[src/rtl/mux5_rr_arbiter_if.sv]
// Handshake bundle between the 5-way round-robin arbiter, its requesters, the shared mux and the consumer.
// master = arbiter side, slave = requesters/mux/consumer side.
interface mux5_rr_arbiter_if #(
  parameter int WORD_SIZE = 10,
  parameter int NUM_CH    = 5,
  parameter int SEL_W     = 3
);
  logic [NUM_CH-1:0]    req;
  logic [SEL_W-1:0]     mux_sel;
  logic [WORD_SIZE-1:0] mux_in;
  logic                 out_valid;
  logic                 out_ready;
  logic [WORD_SIZE-1:0] out_data;
  logic [NUM_CH-1:0]    gnt;
  logic                 busy;

  modport master (
    input  req, mux_in, out_ready,
    output mux_sel, out_valid, out_data, gnt, busy
  );

  modport slave (
    output req, mux_in, out_ready,
    input  mux_sel, out_valid, out_data, gnt, busy
  );
endinterface

[src/rtl/mux5_rr_arbiter.sv]
// Round-robin sequencer sharing a 5-channel data mux: select, capture, present on valid/ready, pulse grant.
// Optional MUX5_ARB_CH0_PRIO_EN: channel 0 always wins, channels 1..4 rotate among themselves.
//
// state | meaning
// IDLE  | waiting for any req; arbitrates and drives mux_sel
// LOAD  | mux settled on winner; capture mux_in into out_data
// HOLD  | out_valid high, waiting for consumer out_ready
// GNT   | one-cycle grant pulse to the winner; no arbitration
module mux5_rr_arbiter #(
  parameter int WORD_SIZE = 10,
  parameter int NUM_CH    = 5,
  parameter int SEL_W     = 3
) (
  input  logic               clk,
  input  logic               rst_n,
  mux5_rr_arbiter_if.master  bus
);

  typedef enum logic [1:0] {
    IDLE = 2'd0,
    LOAD = 2'd1,
    HOLD = 2'd2,
    GNT  = 2'd3
  } state_t;

  state_t               state, state_nxt;
  logic [SEL_W-1:0]     mux_sel_q, mux_sel_nxt;
  logic [SEL_W-1:0]     last_ptr, last_ptr_nxt;
  logic [WORD_SIZE-1:0] out_data_q, out_data_nxt;
  logic                 out_valid_q, out_valid_nxt;
  logic [NUM_CH-1:0]    gnt_q, gnt_nxt;

  logic [SEL_W-1:0]     winner;
  logic                 win_found;
  logic [SEL_W:0]       scan_idx;

  localparam logic [NUM_CH-1:0] ONE_HOT0 = {{(NUM_CH-1){1'b0}}, 1'b1};

  always_comb begin
    winner    = '0;
    win_found = 1'b0;
    scan_idx  = '0;
`ifdef MUX5_ARB_CH0_PRIO_EN
    if (bus.req[0]) begin
      win_found = 1'b1;
    end else begin
      // ring of channels 1..4 only; last_ptr never holds 0 in this build
      for (int k = 1; k < NUM_CH; k++) begin
        scan_idx = {1'b0, last_ptr} + (SEL_W+1)'(k);
        if (scan_idx > (SEL_W+1)'(NUM_CH-1))
          scan_idx = scan_idx - (SEL_W+1)'(NUM_CH-1);
        if (!win_found && bus.req[scan_idx[SEL_W-1:0]]) begin
          winner    = scan_idx[SEL_W-1:0];
          win_found = 1'b1;
        end
      end
    end
`else
    for (int k = 1; k <= NUM_CH; k++) begin
      scan_idx = {1'b0, last_ptr} + (SEL_W+1)'(k);
      if (scan_idx >= (SEL_W+1)'(NUM_CH))
        scan_idx = scan_idx - (SEL_W+1)'(NUM_CH);
      if (!win_found && bus.req[scan_idx[SEL_W-1:0]]) begin
        winner    = scan_idx[SEL_W-1:0];
        win_found = 1'b1;
      end
    end
`endif
  end

  always_comb begin
    state_nxt     = state;
    mux_sel_nxt   = mux_sel_q;
    last_ptr_nxt  = last_ptr;
    out_data_nxt  = out_data_q;
    out_valid_nxt = out_valid_q;
    gnt_nxt       = '0;
    case (state)
      IDLE: begin
        if (win_found) begin
          mux_sel_nxt = winner;
          state_nxt   = LOAD;
        end
      end
      LOAD: begin
        out_data_nxt  = bus.mux_in;
        out_valid_nxt = 1'b1;
        state_nxt     = HOLD;
      end
      HOLD: begin
        if (out_valid_q && bus.out_ready) begin
          out_valid_nxt = 1'b0;
          gnt_nxt       = ONE_HOT0 << mux_sel_q;
`ifdef MUX5_ARB_CH0_PRIO_EN
          if (mux_sel_q != '0)
            last_ptr_nxt = mux_sel_q;
`else
          last_ptr_nxt = mux_sel_q;
`endif
          state_nxt = GNT;
        end
      end
      GNT: begin
        state_nxt = IDLE;
      end
      default: begin
        state_nxt = IDLE;
      end
    endcase
  end

  always_ff @(posedge clk or negedge rst_n) begin
    if (!rst_n) begin
      state       <= IDLE;
      mux_sel_q   <= '0;
      last_ptr    <= SEL_W'(NUM_CH-1);
      out_data_q  <= '0;
      out_valid_q <= 1'b0;
      gnt_q       <= '0;
    end else begin
      state       <= state_nxt;
      mux_sel_q   <= mux_sel_nxt;
      last_ptr    <= last_ptr_nxt;
      out_data_q  <= out_data_nxt;
      out_valid_q <= out_valid_nxt;
      gnt_q       <= gnt_nxt;
    end
  end

  assign bus.mux_sel   = mux_sel_q;
  assign bus.out_data  = out_data_q;
  assign bus.out_valid = out_valid_q;
  assign bus.gnt       = gnt_q;
  assign bus.busy      = (state != IDLE);

endmodule

[src/flat_wrapper.sv]
// flat-port wrapper written by rule: the top's interface ports become plain ports
module mux5_rr_arbiter_flat 
#(
  parameter int WORD_SIZE = 10,
  parameter int NUM_CH    = 5,
  parameter int SEL_W     = 3
)
  (clk, rst_n, bus_req, bus_mux_in, bus_out_ready, bus_mux_sel, bus_out_valid, bus_out_data, bus_gnt, bus_busy);
  mux5_rr_arbiter_if #(.WORD_SIZE(WORD_SIZE), .NUM_CH(NUM_CH), .SEL_W(SEL_W)) bus_i ();
  input  logic clk;
  input  logic rst_n;
  input wire logic [$bits(bus_i.req)-1:0] bus_req;
  input wire logic [$bits(bus_i.mux_in)-1:0] bus_mux_in;
  input wire logic [$bits(bus_i.out_ready)-1:0] bus_out_ready;
  output wire logic [$bits(bus_i.mux_sel)-1:0] bus_mux_sel;
  output wire logic [$bits(bus_i.out_valid)-1:0] bus_out_valid;
  output wire logic [$bits(bus_i.out_data)-1:0] bus_out_data;
  output wire logic [$bits(bus_i.gnt)-1:0] bus_gnt;
  output wire logic [$bits(bus_i.busy)-1:0] bus_busy;
  assign bus_i.req = bus_req;
  assign bus_i.mux_in = bus_mux_in;
  assign bus_i.out_ready = bus_out_ready;
  assign bus_mux_sel = bus_i.mux_sel;
  assign bus_out_valid = bus_i.out_valid;
  assign bus_out_data = bus_i.out_data;
  assign bus_gnt = bus_i.gnt;
  assign bus_busy = bus_i.busy;
  mux5_rr_arbiter #(.WORD_SIZE(WORD_SIZE), .NUM_CH(NUM_CH), .SEL_W(SEL_W)) u_core (.clk(clk), .rst_n(rst_n), .bus(bus_i));
endmodule
[config.mk]
export PLATFORM = sky130hd
export DESIGN_NAME = mux5_rr_arbiter_flat
export DESIGN_NICKNAME = d
export VERILOG_FILES = /design/src/rtl/mux5_rr_arbiter_if.sv /design/src/rtl/mux5_rr_arbiter.sv /design/src/flat_wrapper.sv
export SDC_FILE = /design/constraint.sdc
export NUM_CORES = 1
export LEC_CHECK = 0
export CAP_MARGIN = 20
export CORE_ASPECT_RATIO = 1.75
export CORE_MARGIN = 2
export CORE_UTILIZATION = 35
export DETAILED_ROUTE_END_ITERATION = 16
export HOLD_SLACK_MARGIN = 0.03
export SYNTH_ARGS = -nofsm -noshare
export SYNTH_HDL_FRONTEND = slang
export SYNTH_SLANG_ARGS = --single-unit
[constraint.sdc]
create_clock -name clk -period 7.6 [get_ports clk]
set_input_delay 1.52 -clock clk [delete_from_list [all_inputs] [get_ports clk]]
set_output_delay 1.52 -clock clk [all_outputs]
set_load 0.03 [all_outputs]
# After elaboration in Yosys (flattened, before gate mapping)
# Cells that the tools add are included.
# W data, S select, Z words.
[word_totals]
reg_bits = 24
ram_bits = 0
mem_count = 0
wordCells = 80
rom_bits = 0
output_inout_bits = 20
latchBits = 0
inputBits = 18
[classes]
bitwise = 0
add_sub_neg = 10
shift = 1
div_mod_pow = 0
magnitude_cmp = 10
mul = 0
eq_ne = 5
reduce_logical = 16
mux = 32
[op_table]
columns = ["operator", "count"]
rows = [
  ["$mux W3", 10],
  ["$ge A4 B3 Y1 const B", 5],
  ["$lt A3 B4 Y1 const B", 5],
  ["$bmux W1 S3", 5],
  ["$sub A3 B3 Y3 const B", 5],
  ["$mux W1", 11],
  ["$mux W5", 2],
  ["$add A3 B2 Y4 const B", 2],
  ["$add A3 B3 Y4 const B", 2],
  ["$pmux W2 S4", 1],
  ["$reduce_and A2 Y1", 4],
  ["$logic_and A1 B1 Y1", 5],
  ["$shl A1 B3 Y5 const A", 1],
  ["$add A3 B1 Y4 const B", 1],
  ["$eq A2 B2 Y1 const B", 2],
  ["$logic_not A1 Y1", 4],
  ["$mux W2", 2],
  ["$ne A2 B1 Y1 const B", 2],
  ["$reduce_bool A2 Y1", 2],
  ["$eq A2 B1 Y1 const B", 1],
  ["$logic_not A2 Y1", 1],
  ["$pmux W1 S2", 1],
]

# Longest topological paths before layout
# Gate-level depths: netlist of run 1.
[depth]
word_depth = 20
depth_mapped = 12

# Worst setup path before layout of run 1
# OpenSTA, ideal clock, no wires.
[synth_path]
kind = "flip-flop to flip-flop"
from = "register u_core.last_ptr[0]"
to = "register u_core.state[1]"
path_slack_ns = 4.162
period_less_slack_ns = 3.438
t_arrival_ns = 3.310
path_stages_with_launch = 13
n_path_buf = 1
cell_sequence = "dfrtp_1 inv_2 clkbuf_1 ha_1 inv_1 fa_1 or4_1 a221oi_1 o21ai_1 nor2b_4 and4bb_4 a32oi_2 mux2_1"
[synth_via]
elab_chain_len = 20
elab_cells_between_ends = 45
cone_classes = "10 x add/sub; 5 x order compare; 1 x eq/ne; 20 x mux; 9 x reduce/logical"
[synth_lines]
columns = ["element", "line_no", "source"]
rows = [
  ["start, declared", "mux5_rr_arbiter.sv:28", "logic [SEL_W-1:0] last_ptr, last_ptr_nxt;"],
  ["start signal, assigned", "mux5_rr_arbiter.sv:116", "last_ptr <= SEL_W'(NUM_CH-1);"],
  ["start signal, assigned", "mux5_rr_arbiter.sv:123", "last_ptr <= last_ptr_nxt;"],
  ["$add A3 B1 Y4", "mux5_rr_arbiter.sv:60", "scan_idx = {1'b0, last_ptr} + (SEL_W+1)'(k);"],
  ["$ge A4 B3 Y1 or $sub A3 B3 Y3 (tied branches)", "mux5_rr_arbiter.sv:61, mux5_rr_arbiter.sv:62", ""],
  ["$mux W3", "mux5_rr_arbiter.sv:61", "if (scan_idx >= (SEL_W+1)'(NUM_CH))"],
  ["$bmux W1 S3", "mux5_rr_arbiter.sv:63", "if (!win_found && bus.req[scan_idx[SEL_W-1:0]]) begin"],
  ["$mux W1 (not written as such)", "mux5_rr_arbiter.sv:63", ""],
  ["$mux W1", "mux5_rr_arbiter.sv:63", ""],
  ["$logic_not A1 Y1", "mux5_rr_arbiter.sv:63", ""],
  ["$logic_and A1 B1 Y1", "mux5_rr_arbiter.sv:63", ""],
  ["[4 not listed]", "--", ""],
  ["$logic_not A1 Y1", "mux5_rr_arbiter.sv:63", ""],
  ["$logic_and A1 B1 Y1", "mux5_rr_arbiter.sv:63", ""],
  ["$mux W1", "mux5_rr_arbiter.sv:63", ""],
  ["$logic_not A1 Y1", "mux5_rr_arbiter.sv:63", ""],
  ["$logic_and A1 B1 Y1", "mux5_rr_arbiter.sv:63", ""],
  ["$mux W1 (*)", "mux5_rr_arbiter.sv:63", ""],
  ["$ne A2 B1 Y1 (no source line) (*)", "--", ""],
  ["$reduce_and A2 Y1 (no source line) (*)", "--", ""],
  ["end signal, assigned", "mux5_rr_arbiter.sv:121", "state <= state_nxt;"],
  ["end, declared", "mux5_rr_arbiter.sv:26", "state_t state, state_nxt;"],
]
# Every way passes the cells marked *; elsewhere a longest branch is shown, timed or not. The select of a mux whose other input is x is not followed.
# A chain may end at the register's enable or synchronous reset.

# Worst setup path in the final report of run 1
[layout_path]
from = "register u_core.last_ptr[1]"
to = "register u_core.state[1]"
# The elaborated chain is that of the path after synthesis.

==> metrics.md, run 1 <==
| Metric | Value |
|---|---|
| Worst Path Arrival | 3.86 ns |
| #FFs+latches synth | 24 |
| Reg clk slew, reported paths | 0.09 ns |
| Tot Pwr | 1.219 mW |
| Core Util, Final | 0.4560 |
| Vias | 1842 |
| Min cycle time layout | 3.703 ns |
| Final ANT Viol Nets | 0 |
| Fin Setup TNS | 0 ns |
| Starting Density | 0.3644 |
| Worst Setup Start Kind | flop |
| Die Y | between 100 and 150 um |
| Post-route non-filler standard cell count | 331 |
| RSZ-0062 raised after global routing | false |
| TritonCTS Sinks | 24 |
| H-Tree Depth | 1 |
| Initial antenna violation count | 0 |
| First-pass DRT Iterations | 4 |
| Lkg Pwr | 1.060 nW |
| First-pass GRT wire length | 9239 um |
| CTS Buf Count | 3 |
| Ant diodes | 0 |
| Vias in the first global route | 1951 |
| Max clock buf depth | 2 |
| Clk_skew | 0.003768 ns |
| Detailed placer's ending HPWL | 4157 um |
| Core ar. | 5630 um^2 |
| Syn Area/Cell | 9.202 um^2 |
| Hold Path Stages | 1 |
| Placed cell count | 326 |
| GPL Wtd Cong | 0.8896 |
| Congestion Overflow GR | 0 |
| DR iter-0 viols | 121 |
| Largest net degree at the start of global routing | 26 |
| Synth warn | 0 |
| Fill cell count | 563 |
| Mapped cell area | 2052 um^2 |
| Vias per cell | between 5 and 6 |
| Worst-Skew Late Latency | 0.27 ns |
| Chip Width | 61.88 um |
| R2R cell count | 10 |
| Slew Viols, Final | 0 |
| Syn_nets | around 260 |
| Final hold viol count | 0 |
| Hold crit path type | reg -> reg |
| # IOs | 38 |
| Sequential area share after synthesis | 0.2933 |
| Drc violations | 0 |
| Post-CTS Hold Fix Bufs | 0 |
| Crit end category | flop |
| CTS root buf | clkbuf_8 |
| Worst-margin pin slew | roughly 0.63 ns |
| Post-CTS Resized | 0 |
| Worst setup path category | reg -> reg |
| Slew headroom | 0.5820 |
| Fin nets | approximately 290 |
| Layout area overhead | 25.12% |
| Final WL | 5378 um |
| FMAX | 270.0 MHz |
| Netlist cell types | 65 |
| Gr usage total | 0.1837 |
| Routed length per instance | around 16 um |
| Post-CTS Repair Setup Buffers | 0 |
| Status | completed |
| Port-buffer cells | 37 |
| Site row count | 36 |
| Max cap viols | 0 |
| CTS tree | done |
| Number of enable flip-flop cells after synthesis | 0 |
| Power per cell area | 474.8 nW/um^2 |
| Ys async rst share | 1.000 |
| Main synth FF type | dfrtp_1 |
| Synth Instances | 223 |
| Critical Path RT | a little under 8 ns |
| Die area | approximately 6500 um^2 |
| Max FO, Critical Path | 19 |
| Period Utilization, post-route | 0.4873 |
| Share of cells above drive strength 1 | 0.1333 |
| Peak VDD IR | between 0.0002 and 0.00025 V |
| Final setup fails | 0 |
-- cell type report --
| class | instances | area (um^2) | share of cell area |
|---|---|---|---|
| clock inverter | 1 | 30.03 | 0.01170 |
| timing repair buffer | 39 | 405.4 | 0.1579 |
| clock buffer | 3 | 41.29 | 0.01608 |
| tap | 76 | 95.09 | 0.03704 |
| multi-input combinational | 174 | 1341 | 0.5224 |
| inverter | 14 | 52.55 | 0.02047 |
| sequential | 24 | 601.8 | 0.2344 |
-- path summary, 6_finish.rpt --
kind	from	to	slack, ns
setup / recovery	u_core.last_ptr[1]$_DFFE_PN0P_	u_core.state[1]$_DFFE_PN0P_	3.90
hold / removal	u_core.bus.out_data[5]$_DFFE_PN0P_	u_core.bus.out_data[5]$_DFFE_PN0P_	0.51
setup reg to reg	u_core.last_ptr[1]$_DFFE_PN0P_	u_core.state[1]$_DFFE_PN0P_	3.90
hold reg to reg	u_core.bus.out_data[5]$_DFFE_PN0P_	u_core.bus.out_data[5]$_DFFE_PN0P_	0.51
max in group asynchronous	rst_n	u_core.last_ptr[2]$_DFFE_PN1P_	5.52
min in group asynchronous	rst_n	u_core.bus.gnt[4]$_DFF_PN0_	1.56
-- per-stage QoR --
stage	hold slack, ns	cell area [um^2]	setup WS, ns
after floorplan	0.4849	2052	4.162
final	0.5137	2567	3.897
after CTS	0.5131	2540	3.903
after detailed placement	0.4984	2469	3.654
after global placement	0.4894	2469	3.642
after global routing	0.5338	2567	3.671
-- power by group --
part / total (mW) / internal, mW / switching [mW] / leakage [nW]
registers: 0.228 / 0.179 / 0.0494 / 0.294
clock network: 0.112 / 0.0704 / 0.0412 / 0.0357
logic: 0.879 / 0.380 / 0.499 / 0.730
-- registers in the layout, summed over array words and instances, names as in the netlist --
name                  cells
u_core.bus.gnt            5
u_core.bus.mux_sel        3
u_core.bus.out_data      10
u_core.bus.out_valid      1
u_core.last_ptr           3
u_core.state              2
-- critical path, cell delays in order, from the launching register on --
cell and delay, ns:
dfrtp_1 0.71, inv_1 0.31, ha_1 0.77, nor2b_1 0.31, nand2_1 0.09, mux2_1 0.30
o211a_1 0.22, nand2_1 0.07, and4bb_4 0.25, a32oi_2 0.23, mux2_1 0.33
-- synth_stat cells (5+ instances only) --
library cell  number  area share
clkbuf_1           5      0.0091
dfrtp_1           23        0.28
ha_1              13       0.079
inv_1             12       0.022
mux2_2            14       0.077
nand2_1           14       0.026
nand2b_1           7       0.021
nand3_1            6       0.015
nor2_1            11       0.020
nor2b_1            5       0.015
nor3_1             6       0.015
nor4_1             6       0.018
o21ai_0           13       0.032
-- cells in the final DEF (no fill, tap or decap), types with 4 or more instances in the layout --
cell type / instances
a21oi_1: 4
clkdlybuf4s50_1: 37
dfrtp_1: 23
ha_1: 13
inv_1: 12
mux2_2: 14
mux2i_1: 4
nand2_1: 14
nand2b_1: 7
nand3_1: 6
nand4_1: 4
nor2_1: 11
nor2b_1: 5
nor3_1: 6
nor4_1: 6
o21ai_0: 13
-- metal layers --
| metal | global-route usage | vias to the layer above | routed length [um] |
|---|---|---|---|
| li1 | - | 888 | - |
| met1 | 0.2070 | 890 | 2065 |
| met2 | 0.3226 | 50 | 2931 |
| met3 | 0.02577 | 14 | 177 |
| met4 | 0.08207 | 0 | 203 |
| met5 | 0 | - | 0 |
-- logic make-up (layout without fill, tap and decap cells) --
group,Yosys count,after routing,synth area share
XOR/XNOR,3,3,0.01281
AND/OR/NAND/NOR,80,80,0.2268
flip-flops,24,24,0.2933
buffers and inverters,25,57,0.05305
adder cells (fa/ha/maj),14,14,0.08903
AO/OA/AOI/OAI,56,56,0.2122
multiplexers,21,21,0.1128
No activity file was read; power rests on OpenSTA's default activity.
==> run 2: changes to the inputs <==
==> constraint.sdc (replaced) <==
create_clock -name clk -period 3 [get_ports clk]
set_input_delay 0.6 -clock clk [delete_from_list [all_inputs] [get_ports clk]]
set_output_delay 0.6 -clock clk [all_outputs]
set_load 0.03 [all_outputs]
==> run 2 against run 1 <==
Effect of this change:
- via count up 5.0%
- clock skew shrank 0.0020 ns
- setup slack worse by 3.8 ns
- worst hold slack worse by 0.00068 ns
- die area stayed put
- sequential share of layout area down 2.5 points
- critical path type unchanged
- largest cell class unchanged
- highest routed layer unchanged
==> metrics.md, run 2 (synthesized netlist as in run 1, its figures left out) <==
| Metric | Value |
|---|---|
| Status | completed |
| Metal-1 WL | 2176 um (+5.4%) |
| Chip Width | 61.88 um (unchanged) |
| Share of cells above drive strength 1 | 0.2759 (+0.1425) |
| First-pass GRT wire length | 9246 um (about the same) |
| Commonest cells after routing, fill and taps aside | clkdlybuf4s50_1 (37), buf_4 (37), dfrtp_1 (21) |
| Fill cell count | 550 (-2.3%) |
| Reg-to-Reg End | u_core.state[1]$_DFFE_PN0P_ |
| Clk_skew | 0.001789 ns (-0.001978 ns) |
| H-Tree Depth | 1 (unchanged) |
| R2R Setup Slk | 0.07 ns (-3.83 ns) |
| Final Instance Area | 2882 um^2 (+12%) |
| FMAX | 340.7 MHz (+26%) |
| GPL Wtd Cong | 0.9162 (+3.0%) |
| Power per cell area | 1251 nW/um^2 (+160%) |
| Met2 wire length | 3156 um (+7.7%) |
| Register area | 604.3 um^2 (+0.42%) |
| Hold slack | 0.5130 ns (-0.0006780 ns) |
| Congestion Overflow GR | 0 (unchanged) |
| CTS root buf | clkbuf_8 |
| Period Utilization, post-route | 0.9783 (+0.4910) |
| Initial antenna violation count | 0 (unchanged) |
| Final worst-path setup slack | 0.06524 ns (-3.832 ns) |
| Slew headroom | 0.6230 (+0.04099) |
| Core ar. | 5630 um^2 (unchanged) |
| Area occupied by multi-input gates | 1408 um^2 (+4.9%) |
| Vias per cell | 5.284 (-5.0%) |
| DR iter-0 viols | 117 (-3.3%) |
| Worst setup path category | reg -> reg |
| Gr usage total | 0.1862 (+0.002576) |
| WL met3 | 201 um (+14%) |
| Post-route non-filler standard cell count | 366 (+11%) |
| Reg clk slew, reported paths | 0.08 ns (about the same) |
| Site row count | 36 (unchanged) |
| Critical Path RT | 3.16 ns (-4.60 ns) |
| Max FO, Critical Path | 5 (-14) |
| Crit end category | flop |
| # IOs | 38 (unchanged) |
| Final WL | 5791 um (+7.7%) |
| Largest register FFs | 10 (unchanged) |
| Vias in the first global route | 2025 (+3.8%) |
| Layout area overhead | 40.43% |
| Worst-Skew Late Latency | 0.27 ns (about the same) |
| Placed cell count | 358 (+9.8%) |
| Slew Viols, Final | 0 (unchanged) |
| Ant diodes | 0 (unchanged) |
| Fin Setup TNS | 0 ns (unchanged) |
| Worst Setup Start Kind | flop |
| Detailed placer's ending HPWL | 4643 um (+12%) |
| Max cap viols | 0 (unchanged) |
| WHS Endpoint | u_core.bus.out_data[9]$_DFFE_PN0P_ |
| Reg2reg start | u_core.last_ptr[1]$_DFFE_PN0P_ |
| R2R cell count | 9 (-1) |
| Drc violations | 0 (unchanged) |
| Lkg Pwr | 1.239 nW (+17%) |
| Die Y | 105.3 um (unchanged) |
| Placed inst area | 2736 um^2 (+11%) |
| First-pass DRT Iterations | 4 (unchanged) |
| Pre-CTS setup slack | 0.01159 ns (-3.643 ns) |
| Vias | 1934 (+5.0%) |
| Final setup fails | 0 (unchanged) |
| Highest routed metal layer | met4 |
| Hold path start | u_core.bus.out_data[9]$_DFFE_PN0P_ |
| Max clock buf depth | 2 (unchanged) |
| Routed length per instance | 15.82 um (-2.6%) |
| Die area | 6515 um^2 (unchanged) |
| Final ANT Viol Nets | 0 (unchanged) |
| TritonCTS Sinks | 24 (unchanged) |
| Starting Density | 0.3644 (unchanged) |
| Min cycle time layout | 2.935 ns (-0.7685 ns) |
| CTS Buf Count | 3 (unchanged) |
| Final hold viol count | 0 (unchanged) |
| RSZ-0062 raised after global routing | true |
| Hold Path Stages | 1 (unchanged) |
| Peak VDD IR | 0.0006138 V (+150%) |
| Port-buffer cells | 37 (unchanged) |
| CTS tree | done |
| Hold crit path type | reg -> reg |
| Fin nets | 323 (+12%) |
| Worst Path Arrival | 3.09 ns (-0.77 ns) |
| Largest net degree at the start of global routing | 25 (-3.8%) |
| Worst-margin pin slew | 0.5603 ns (-0.06666 ns) |
[run 2: changes by cell type in the layout (fill, tap and decap cells not counted), moves of 2 or more]
cell and delta:
dfrtp_2 +2, buf_4 +36, ha_1 -2, dfrtp_1 -2
[run 2: what timing repair did]
item | CTS | global route
pin swaps | 0 | 8
endpoints found under the setup margin | 1 | 2
hold buffers | 0 | 0
gates resized for setup | 0 | 10
setup buffers | 1 | 3
hold endpoints to repair | 0 | 0
[run 2: stage by stage]
| step | total power [mW] | utilization |
|---|---|---|
| 6_report | 3.604 | 0.5118 |
| 5_1_grt | 3.876 | 0.5118 |
| 4_1_cts | 3.507 | 0.5000 |
| 3_5_place_dp | 3.199 | 0.4860 |
| 3_3_place_gp | 3.175 | 0.4860 |
| 2_1_floorplan | 2.256 | - |
[run 2: critical path: stages (launching register included)]
cell      delay [ns]
dfrtp_2         0.45
buf_4           0.17
fa_2            0.39
or4_4           0.50
a221oi_4        0.27
o21ai_2         0.09
nor2b_4         0.16
and4bb_4        0.23
a32oi_2         0.25
mux2_4          0.32
[run 2: layer usage]
metal / track usage / up-vias
met5: 0 / -
met4: 0.1018 / 0
met3: 0.02454 / 17
met2: 0.3331 / 53
met1: 0.1952 / 912
li1: - / 952
[run 2: report_power, final]
part	switching [mW]	leakage [nW]	internal, mW
Combinational	1.43	0.912	1.34
Sequential	0.101	0.291	0.456
Clock	0.105	0.0357	0.178
Total	1.63	1.24	1.97
[run 2: area by class of cell]
class	count	area share
clock buffer	3	0.01433
clock inverter	1	0.01042
inverter	14	0.01911
multi-input combinational	174	0.4885
sequential	24	0.2097
tap	76	0.03300
timing repair buffer	74	0.2249
[run 2: worst max-delay path by stage]
| stage | startpoint | end | slack, ns | depth (start not counted) |
|---|---|---|---|---|
| 2_1_floorplan | u_core.last_ptr[0]$_DFFE_PN0P_ | u_core.state[1]$_DFFE_PN0P_ | -0.09 | 12 |
| 3_3_place_gp | u_core.last_ptr[0]$_DFFE_PN0P_ | u_core.state[1]$_DFFE_PN0P_ | 0.06 | 11 |
| 3_5_place_dp | u_core.last_ptr[0]$_DFFE_PN0P_ | u_core.state[1]$_DFFE_PN0P_ | 0.01 | 11 |
| 4_1_cts | u_core.last_ptr[0]$_DFFE_PN0P_ | u_core.state[1]$_DFFE_PN0P_ | 0.02 | 11 |
| 5_1_grt | u_core.last_ptr[0]$_DFFE_PN0P_ | u_core.state[1]$_DFFE_PN0P_ | -0.10 | 11 |
| 6_report | u_core.last_ptr[1]$_DFFE_PN0P_ | u_core.state[1]$_DFFE_PN0P_ | 0.07 | 9 |
